--- config.mk ---
export PLATFORM = sky130hd
export DESIGN_NAME = decode_writeback_flat
export DESIGN_NICKNAME = d
export VERILOG_FILES = /design/src/rtl/y86_pkg.sv /design/src/rtl/decode_writeback_if.sv /design/src/rtl/y86_regfile.sv /design/src/rtl/decode_writeback.sv /design/src/flat_wrapper.sv
export SDC_FILE = /design/constraint.sdc
export NUM_CORES = 2
export LEC_CHECK = 0
export CELL_PAD_IN_SITES_DETAIL_PLACEMENT = 1
export CELL_PAD_IN_SITES_GLOBAL_PLACEMENT = 1
export CORE_UTILIZATION = 45
export DETAILED_ROUTE_END_ITERATION = 8
export MAX_ROUTING_LAYER = met4
export PLACE_DENSITY = 0.87
export SYNTH_ARGS = -nofsm -noshare
export SYNTH_HDL_FRONTEND = slang
export SYNTH_SLANG_ARGS = --single-unit
--- constraint.sdc ---
create_clock -name clk -period 7.3 [get_ports clk]
set_clock_uncertainty 0.15 [all_clocks]
set_input_delay 1.825 -clock clk [delete_from_list [all_inputs] [get_ports clk]]
set_output_delay 1.825 -clock clk [all_outputs]
set_load 0.02 [all_outputs]
--- src/rtl/y86_pkg.sv ---
// y86_pkg: shared Y86-64 constants, state encoding and widths for decode/writeback
package y86_pkg;
  localparam int DATA_W = 64;
  localparam int NREG = 15;
  localparam logic [3:0] I_HALT = 4'h0, I_NOP = 4'h1, I_RRMOVQ = 4'h2, I_IRMOVQ = 4'h3;
  localparam logic [3:0] I_RMMOVQ = 4'h4, I_MRMOVQ = 4'h5, I_OPQ = 4'h6, I_JXX = 4'h7;
  localparam logic [3:0] I_CALL = 4'h8, I_RET = 4'h9, I_PUSHQ = 4'hA, I_POPQ = 4'hB;
  localparam logic [3:0] RSP = 4'h4, RNONE = 4'hF;
  typedef enum logic [1:0] {S_IDLE, S_DEC_ACK, S_WAIT_WB, S_WB_ACK} state_t;
endpackage

--- src/rtl/decode_writeback_if.sv ---
// decode_writeback_if: fetch/execute/memory handshake bundle around the register file
interface decode_writeback_if;
  import y86_pkg::*;
  logic dec_req, dec_ack, wb_req, wb_ack, cnd;
  logic [3:0] icode, ifun, rA, rB, ifun_e;
  logic [DATA_W-1:0] valA, valB, valE, valM;
  modport master (
    output dec_req, icode, ifun, rA, rB, wb_req, valE, valM, cnd,
    input dec_ack, valA, valB, wb_ack, ifun_e
  );
  modport slave (
    input dec_req, icode, ifun, rA, rB, wb_req, valE, valM, cnd,
    output dec_ack, valA, valB, wb_ack, ifun_e
  );
endinterface

--- src/rtl/y86_regfile.sv ---
// y86_regfile: 15x64 register file, two read ports plus debug read, two write ports (M wins)
module y86_regfile
  import y86_pkg::*;
#(
  parameter logic [DATA_W-1:0] RSP_INIT = 64'h200
) (
  input  logic              clk,
  input  logic              rst,
  input  logic [3:0]        ra_addr,
  input  logic [3:0]        rb_addr,
  input  logic [3:0]        dbg_addr,
  output logic [DATA_W-1:0] ra_data,
  output logic [DATA_W-1:0] rb_data,
  output logic [DATA_W-1:0] dbg_data,
  input  logic [3:0]        we_addr,
  input  logic [DATA_W-1:0] we_data,
  input  logic [3:0]        wm_addr,
  input  logic [DATA_W-1:0] wm_data
);
  logic [DATA_W-1:0] regs [NREG];
  assign ra_data  = ra_addr == RNONE ? '0 : regs[ra_addr];
  assign rb_data  = rb_addr == RNONE ? '0 : regs[rb_addr];
  assign dbg_data = dbg_addr == RNONE ? '0 : regs[dbg_addr];
  // port M is written last so it overrides port E on the same index
  always_ff @(posedge clk) begin
    if (rst) begin
      for (int i = 0; i < NREG; i++) regs[i] <= (i == int'(RSP)) ? RSP_INIT : '0;
    end else begin
      if (we_addr != RNONE) regs[we_addr] <= we_data;
      if (wm_addr != RNONE) regs[wm_addr] <= wm_data;
    end
  end
endmodule

--- src/rtl/decode_writeback.sv ---
// decode_writeback: Y86-64 decode/writeback register-file stage with ordered strobe/ack handshake
module decode_writeback
  import y86_pkg::*;
#(
  parameter logic [DATA_W-1:0] RSP_INIT = 64'h200
) (
  input  logic                clk,
  input  logic                rst,
  decode_writeback_if.slave   bus,
  output logic                halted,
  output logic                proto_err,
  input  logic [3:0]          dbg_addr,
  output logic [DATA_W-1:0]   dbg_data
);
  state_t state;
  logic [3:0] icode_q, ra_q, rb_q, src_a, src_b, dst_e, dst_m;
  logic [DATA_W-1:0] rd_a, rd_b;
  logic wr;
  assign wr = (state == S_WAIT_WB) && bus.wb_req;
  always_comb begin
    src_a = (bus.icode inside {I_RRMOVQ, I_RMMOVQ, I_OPQ, I_PUSHQ}) ? bus.rA :
            (bus.icode inside {I_RET, I_POPQ}) ? RSP : RNONE;
    src_b = (bus.icode inside {I_RMMOVQ, I_MRMOVQ, I_OPQ}) ? bus.rB :
            (bus.icode inside {I_CALL, I_RET, I_PUSHQ, I_POPQ}) ? RSP : RNONE;
    dst_e = !wr ? RNONE :
            (icode_q == I_RRMOVQ) ? (bus.cnd ? rb_q : RNONE) :
            (icode_q inside {I_IRMOVQ, I_OPQ}) ? rb_q :
            (icode_q inside {I_CALL, I_RET, I_PUSHQ, I_POPQ}) ? RSP : RNONE;
    dst_m = (wr && (icode_q inside {I_MRMOVQ, I_POPQ})) ? ra_q : RNONE;
  end
  y86_regfile #(.RSP_INIT(RSP_INIT)) u_rf (
    .clk(clk), .rst(rst),
    .ra_addr(src_a), .rb_addr(src_b), .dbg_addr(dbg_addr),
    .ra_data(rd_a), .rb_data(rd_b), .dbg_data(dbg_data),
    .we_addr(dst_e), .we_data(bus.valE),
    .wm_addr(dst_m), .wm_data(bus.valM)
  );
  always_ff @(posedge clk) begin
    if (rst) begin
      state <= S_IDLE;
      icode_q <= I_NOP;
      ra_q <= RNONE;
      rb_q <= RNONE;
      bus.ifun_e <= '0;
      bus.valA <= '0;
      bus.valB <= '0;
      bus.dec_ack <= 1'b0;
      bus.wb_ack <= 1'b0;
      halted <= 1'b0;
      proto_err <= 1'b0;
    end else begin
      bus.dec_ack <= 1'b0;
      bus.wb_ack <= 1'b0;
      if (bus.dec_req && state != S_IDLE) proto_err <= 1'b1;
      case (state)
        S_IDLE: begin
          if (bus.wb_req) proto_err <= 1'b1;
          if (bus.dec_req && !halted) begin
            icode_q <= bus.icode;
            ra_q <= bus.rA;
            rb_q <= bus.rB;
            bus.ifun_e <= bus.ifun;
            bus.valA <= rd_a;
            bus.valB <= rd_b;
            bus.dec_ack <= 1'b1;
            state <= S_DEC_ACK;
            if (bus.icode > I_POPQ) proto_err <= 1'b1;
          end
        end
        S_DEC_ACK: state <= S_WAIT_WB;
        S_WAIT_WB: begin
          if (bus.wb_req) begin
            bus.wb_ack <= 1'b1;
            state <= S_WB_ACK;
            if (icode_q == I_HALT) halted <= 1'b1;
          end
        end
        default: state <= S_IDLE;
      endcase
    end
  end
endmodule

--- src/flat_wrapper.sv ---
// flat-port wrapper written by rule: the top's interface ports become plain ports
module decode_writeback_flat import y86_pkg::*;
#(
  parameter logic [DATA_W-1:0] RSP_INIT = 64'h200
)
  (clk, rst, halted, proto_err, dbg_addr, dbg_data, bus_dec_req, bus_icode, bus_ifun, bus_rA, bus_rB, bus_wb_req, bus_valE, bus_valM, bus_cnd, bus_dec_ack, bus_valA, bus_valB, bus_wb_ack, bus_ifun_e);
  decode_writeback_if bus_i ();
  input  logic clk;
  input  logic rst;
  output logic halted;
  output logic proto_err;
  input  logic [3:0] dbg_addr;
  output logic [DATA_W-1:0] dbg_data;
  input wire logic [$bits(bus_i.dec_req)-1:0] bus_dec_req;
  input wire logic [$bits(bus_i.icode)-1:0] bus_icode;
  input wire logic [$bits(bus_i.ifun)-1:0] bus_ifun;
  input wire logic [$bits(bus_i.rA)-1:0] bus_rA;
  input wire logic [$bits(bus_i.rB)-1:0] bus_rB;
  input wire logic [$bits(bus_i.wb_req)-1:0] bus_wb_req;
  input wire logic [$bits(bus_i.valE)-1:0] bus_valE;
  input wire logic [$bits(bus_i.valM)-1:0] bus_valM;
  input wire logic [$bits(bus_i.cnd)-1:0] bus_cnd;
  output wire logic [$bits(bus_i.dec_ack)-1:0] bus_dec_ack;
  output wire logic [$bits(bus_i.valA)-1:0] bus_valA;
  output wire logic [$bits(bus_i.valB)-1:0] bus_valB;
  output wire logic [$bits(bus_i.wb_ack)-1:0] bus_wb_ack;
  output wire logic [$bits(bus_i.ifun_e)-1:0] bus_ifun_e;
  assign bus_i.dec_req = bus_dec_req;
  assign bus_i.icode = bus_icode;
  assign bus_i.ifun = bus_ifun;
  assign bus_i.rA = bus_rA;
  assign bus_i.rB = bus_rB;
  assign bus_i.wb_req = bus_wb_req;
  assign bus_i.valE = bus_valE;
  assign bus_i.valM = bus_valM;
  assign bus_i.cnd = bus_cnd;
  assign bus_dec_ack = bus_i.dec_ack;
  assign bus_valA = bus_i.valA;
  assign bus_valB = bus_i.valB;
  assign bus_wb_ack = bus_i.wb_ack;
  assign bus_ifun_e = bus_i.ifun_e;
  decode_writeback #(.RSP_INIT(RSP_INIT)) u_core (.clk(clk), .rst(rst), .bus(bus_i), .halted(halted), .proto_err(proto_err), .dbg_addr(dbg_addr), .dbg_data(dbg_data));
endmodule
Yosys cells after proc, flatten, opt, wreduce, memory -nomap -nowiden

Memory sizes are Yosys's and may differ from the RTL's.
Index checks and enable logic that the tools add are counted.

$lt $le $gt $ge: 1
Equality and inequality tests: 25
Mux-type cells: 37
Bitwise gates (word level): 2
Reductions and logical operators: 22

Operator list:

| cell               | number |
|---|---|
| $mux 64            | 5 |
| $reduce_or 64->1   | 2 |
| $mux 4             | 12 |
| $eq 4x4->1 const B | 11 |
| $eq 4x3->1 const B | 5 |
| $mux 1             | 17 |
| $eq 4x2->1 const B | 3 |
| $reduce_bool 4->1  | 3 |
| $ne 4x4->1 const B | 2 |
| $reduce_bool 2->1  | 4 |
| $pmux 2 s3         | 1 |
| $gt 4x4->1 const B | 1 |
| $logic_and 1x1->1  | 4 |
| $logic_not 4->1    | 1 |
| $mux 2             | 2 |
| $reduce_and 2->1   | 2 |
| $reduce_or 2->1    | 2 |
| $reduce_and 3->1   | 1 |
| $reduce_bool 3->1  | 1 |
| $eq 2x1->1 const B | 1 |
| $eq 2x2->1 const B | 1 |
| $logic_not 2->1    | 1 |
| $ne 2x1->1 const B | 1 |
| $ne 2x2->1 const B | 1 |
| other kinds (2)    | 3 |

Bits in registers: 150
RAM bits: 960
Input bits: 153
Memories: 1

Memory list:

| memory           | depth | bits a word | rd ports | clocked after Yosys merged registers in | wr ports | line              | text |
|---|---|---|---|---|---|---|---|
| u_core.u_rf.regs | 15    | 64          | 3        | 0                                       | 15       | y86_regfile.sv:20 | `logic [DATA_W-1:0] regs [NREG];` |

Longest topological paths before layout

Depth after elaboration: 12
Gate-level depth with buffers: 13
Mapped depth without buffers: 9

Cells and area by module

Synthesis repeated with hierarchy kept, for this count alone.

Cells, all modules: 5211
Area total of the unflattened synthesis: 66762.8 um^2

By module, submodules not included:

| module           | times used | cells each | area an instance (um^2) | sequential area each (um^2) |
|---|---|---|---|---|
| y86_regfile      | 1          | 4520       | 61245.0                 | 28827.6 |
| decode_writeback | 1          | 691        | 5517.8                  | 3002.9 |

Least setup slack after synthesis

OpenSTA, ideal clock, no wires.

Path kind: input to register
Start: input bus_cnd
End: memory u_core.u_rf.regs[3][0], enable pin
Setup time: 581 ps
Arrival time: 7146 ps
Required time: 6569 ps
Path slack: -577 ps
Stages on the path: 6
Path buffers: 0
Cells stage by stage: nor3_2 nor2_1 o21ai_2 nor2_1 nand3b_1 o31ai_1

RTL lines:

| item        | line               | text |
|---|---|---|
| from (decl) | flat_wrapper.sv:22 | `input wire logic [$bits(bus_i.cnd)-1:0] bus_cnd;` |
| to (decl)   | y86_regfile.sv:20  |  |

Worst setup path in the final report

Start: input dbg_addr[0]
End: output dbg_data[63]

Longest elaborated chain between the ends: 2
Elaborated cells on any way between the ends: 3

RTL lines:

| item                                        | line               | text |
|---|---|---|
| from (decl)                                 | flat_wrapper.sv:12 | `input logic [3:0] dbg_addr;` |
| $mem_v2 15x64 or $eq 4x4->1 (tied branches) | -                  |  |
| $mux 64 (*)                                 | y86_regfile.sv:23  | `assign dbg_data = dbg_addr == RNONE ? '0 : regs[dbg_addr];` |
| to (decl)                                   | flat_wrapper.sv:13 | `output logic [DATA_W-1:0] dbg_data;` |

Every way passes the cells marked *; elsewhere a longest branch is shown, timed or not.

==> flow_metrics.py <==
metrics = {
    "global_routing": {
        "grt_usage_pct": 42.6,
        "grt_pass1_wl_um": 474000,
        "globalRouteOverflowTotal": 0,
        "grt_pass1_vias": 66513,
        "antenna_found_initial": 41,
        "grt_max_degree": 119,
    },
    "route": {
        "route.detailed.drc": 2,
        "drt_iter0_drc": 13261,
        "detail_route.wl_per_cell_um": 41.1,
        "avgViaCountPerCell": 8.06,
        "via_count": 65852,
        "firstDrtPassIters": 9,
        "drtAntennaViolNets": 0,
        "wirelength_um": 336000,
    },
    "yosys": {
        "ys_types": 70,
        "synth-async-reset-ratio_pct": 0,
        "yosysTopAreaCellShare_pct": 43.5,
        "synth_commonest_cells": "1024 x edfxtp_1, 959 x a22o_1, 918 x nand2_1",
        "synth_seq_cells": 1174,
        "synth.most_common_cell": "edfxtp_1",
        "ys_top_cells_by_area": "edfxtp_1 44%, mux4_2 14%, a22o_1 12%",
        "yosys_warnings": 0,
        "syn_avg_cell_area_um2": 11.8,
        "synth_edf_count": 1024,
        "syn_inst": 6015,
        "ys.flop_type": "edfxtp_1",
        "ys_seq_area_share_pct": 47.8,
        "synth_area_um2": 70700,
        "yosysTopAreaCell": "edfxtp_1",
    },
    "clock_tree": {
        "cts_tree": "done",
        "postCtsSetupRepairBufs": 0,
        "clk_pin_slew_ns": 0.05,
        "clockRootBuffer": "clkbuf_16",
        "h-tree-depth": 4,
        "clkLatencyLatePin_ns": 0.83,
        "postCtsResizedCells": 0,
        "cts_max_path_buffers": 3,
        "postCtsHoldBufs": 0,
        "cts_buffers": 135,
        "cts.sinks": 1174,
    },
    "critical_path": {
        "cp-end-kind": "output pin",
        "reg2regPathDepth": 8,
        "rrSetupSlack_ns": 2.74,
        "crit_type": "in -> out",
        "rr_endpoint": "u_core.u_rf.regs[10][34]",
        "crit_fanout": 44,
        "crit_required_ns": 5.33,
        "r2r_start": "u_core.state[0]",
        "worstSetupStartpoint": "dbg_addr[0]",
        "start_kind": "primary input",
        "worstPathArrival_ns": 4.57,
    },
    "power_and_ir_drop": {
        "powerDensity_nw_per_um2": 228,
        "leakage_uw": 0.0288,
        "vdd_drop_max_uv": 275,
    },
    "timing": {
        "finalSetupViolations": 0,
        "timing.final.ws_setup_ns": 0.756,
        "timing.hold.ws_ns": 0.306,
        "rsz0062_at_grt": "false",
        "period_minus_slack_ns": 6.54,
        "max-slew-margin-rel_pct": 1.38,
        "maxClockFrequency_ghz": 0.153,
        "finalCritPeriodShare_pct": 89.6,
        "tightest_slew_ns": 1.48,
        "finalHoldViolCount": 0,
        "finalMaxSlewViolations": 0,
        "setup_tns_ns": 0,
    },
    "hold_path": {
        "hold_start": "u_core.bus.valA[31]",
        "worstHoldPathCells": 2,
        "min_to": "u_core.bus.valA[31]",
        "hold_class": "reg -> reg",
    },
    "floorplanning": {
        "core-area_um2": 156000,
        "initial_core_util_pct": 45.3,
        "rows": 145,
        "die_w_um": 398,
        "fp.dieH_um": 398,
        "floorplan.die_area_um2": 159000,
        "io_pins": 353,
    },
    "cells_and_area": {
        "finalNetCount": 6101,
        "drive_above_1_share_pct": 14.9,
        "fillCellCount": 15785,
        "syn2layout_area_growth_pct": 14.0,
    },
    "placement": {
        "routabilityCongestion": 0.969,
        "place_ws_ns": 0.843,
        "dpl.hpwl_um": 188000,
        "portBuffers": 352,
    },
    "flow_run": {
        "drv_cap": 0,
    },
    "status": {
        "status": "finished with violations",
        "violations": "design-rule violations",
    },
}
==> where the power goes <==
group          switching [uW]  internal, uW  leakage (uW)
Combinational            2210          1190        0.0149
Sequential                380          7620        0.0118
Clock                    3060          3950       0.00216
==> critical path, cell delays in order <==
cell and delay, ns:
buf_8 0.26, buf_12 0.39, and4_4 0.98, nor2b_1 0.40
clkdlybuf4s50_1 0.65
==> worst max path at each step <==
stage	endpoint	slack (ns)	cells after the start
2_1_floorplan	u_core.u_rf.regs[4][0]	1.29	6
3_3_place_gp	dbg_data[53]	0.89	7
3_5_place_dp	dbg_data[45]	0.84	6
4_1_cts	dbg_data[57]	0.82	7
5_1_grt	dbg_data[63]	0.72	5
6_report	dbg_data[63]	0.76	5
==> registers in the layout (all words and copies together) (netlist names) <==
signal              flops
u_core.rb_q             4
u_core.bus.ifun_e       4
u_core.ra_q             4
u_core.icode_q          4
u_core.bus.valA        64
u_core.state            2
u_core.bus.valB        64
u_core.bus.dec_ack      1
u_core.u_rf.regs     1024
u_core.halted           1
u_core.bus.wb_ack       1
u_core.proto_err        1
==> stage by stage <==
step	cell area, um^2	util [%]	power (uW)	cells
after floorplan	70900	-	9840	6078
after global placement	76000	48.7	11200	7867
after detailed placement	76000	48.7	11300	7867
after CTS	80500	51.6	18100	8117
after global routing	80600	51.7	18600	8170
final	80600	51.7	18400	8175
==> layout by cell type (no fill, tap or decap), types with 65 or more instances in the layout <==
master and instances:
edfxtp_1 1024, clkdlybuf4s50_1 347, o22ai_1 125, nor4_1 65, dfxtp_1 150, nor2b_1 67
nand2_1 915, a22o_1 959, mux4_2 450, clkbuf_16 138, nand3_1 209, mux2i_1 363
a21oi_1 343, buf_4 122, o21ai_0 125
==> layout make-up <==
| class | count | area [um^2] | area share, % |
|---|---|---|---|
| timing repair buffer | 522 | 5430 | 6.74 |
| tap | 2058 | 2570 | 3.19 |
| sequential | 1174 | 33800 | 41.9 |
| clock buffer | 199 | 3860 | 4.79 |
| multi-input combinational | 4101 | 34200 | 42.5 |
| antenna | 58 | 145 | 0.180 |
| inverter | 12 | 45.0 | 0.0559 |
| clock inverter | 51 | 553 | 0.686 |
==> cells by family after synthesis <==
kind of cell | Yosys count | synth area share, %
DFF | 1174 | 47.8
muxes | 814 | 19.5
and+or+nand+nor | 1399 | 8.66
buffers and inverters | 803 | 4.83
other | 1 | 0.00531
adders and majority gates | 2 | 0.0354
AOI/OAI and AO/OA | 1822 | 19.2
==> metal layers <==
| layer | routed length, um | global-route usage, % | vias to the layer above |
|---|---|---|---|
| met5 | 0 | - | - |
| met4 | 31100 | 32.6 | 0 |
| met3 | 56600 | 17.5 | 2407 |
| met2 | 144000 | 60.5 | 7671 |
| met1 | 104000 | 47.7 | 32017 |
| li1 | - | - | 23757 |
No activity file was read; power rests on OpenSTA's default activity.
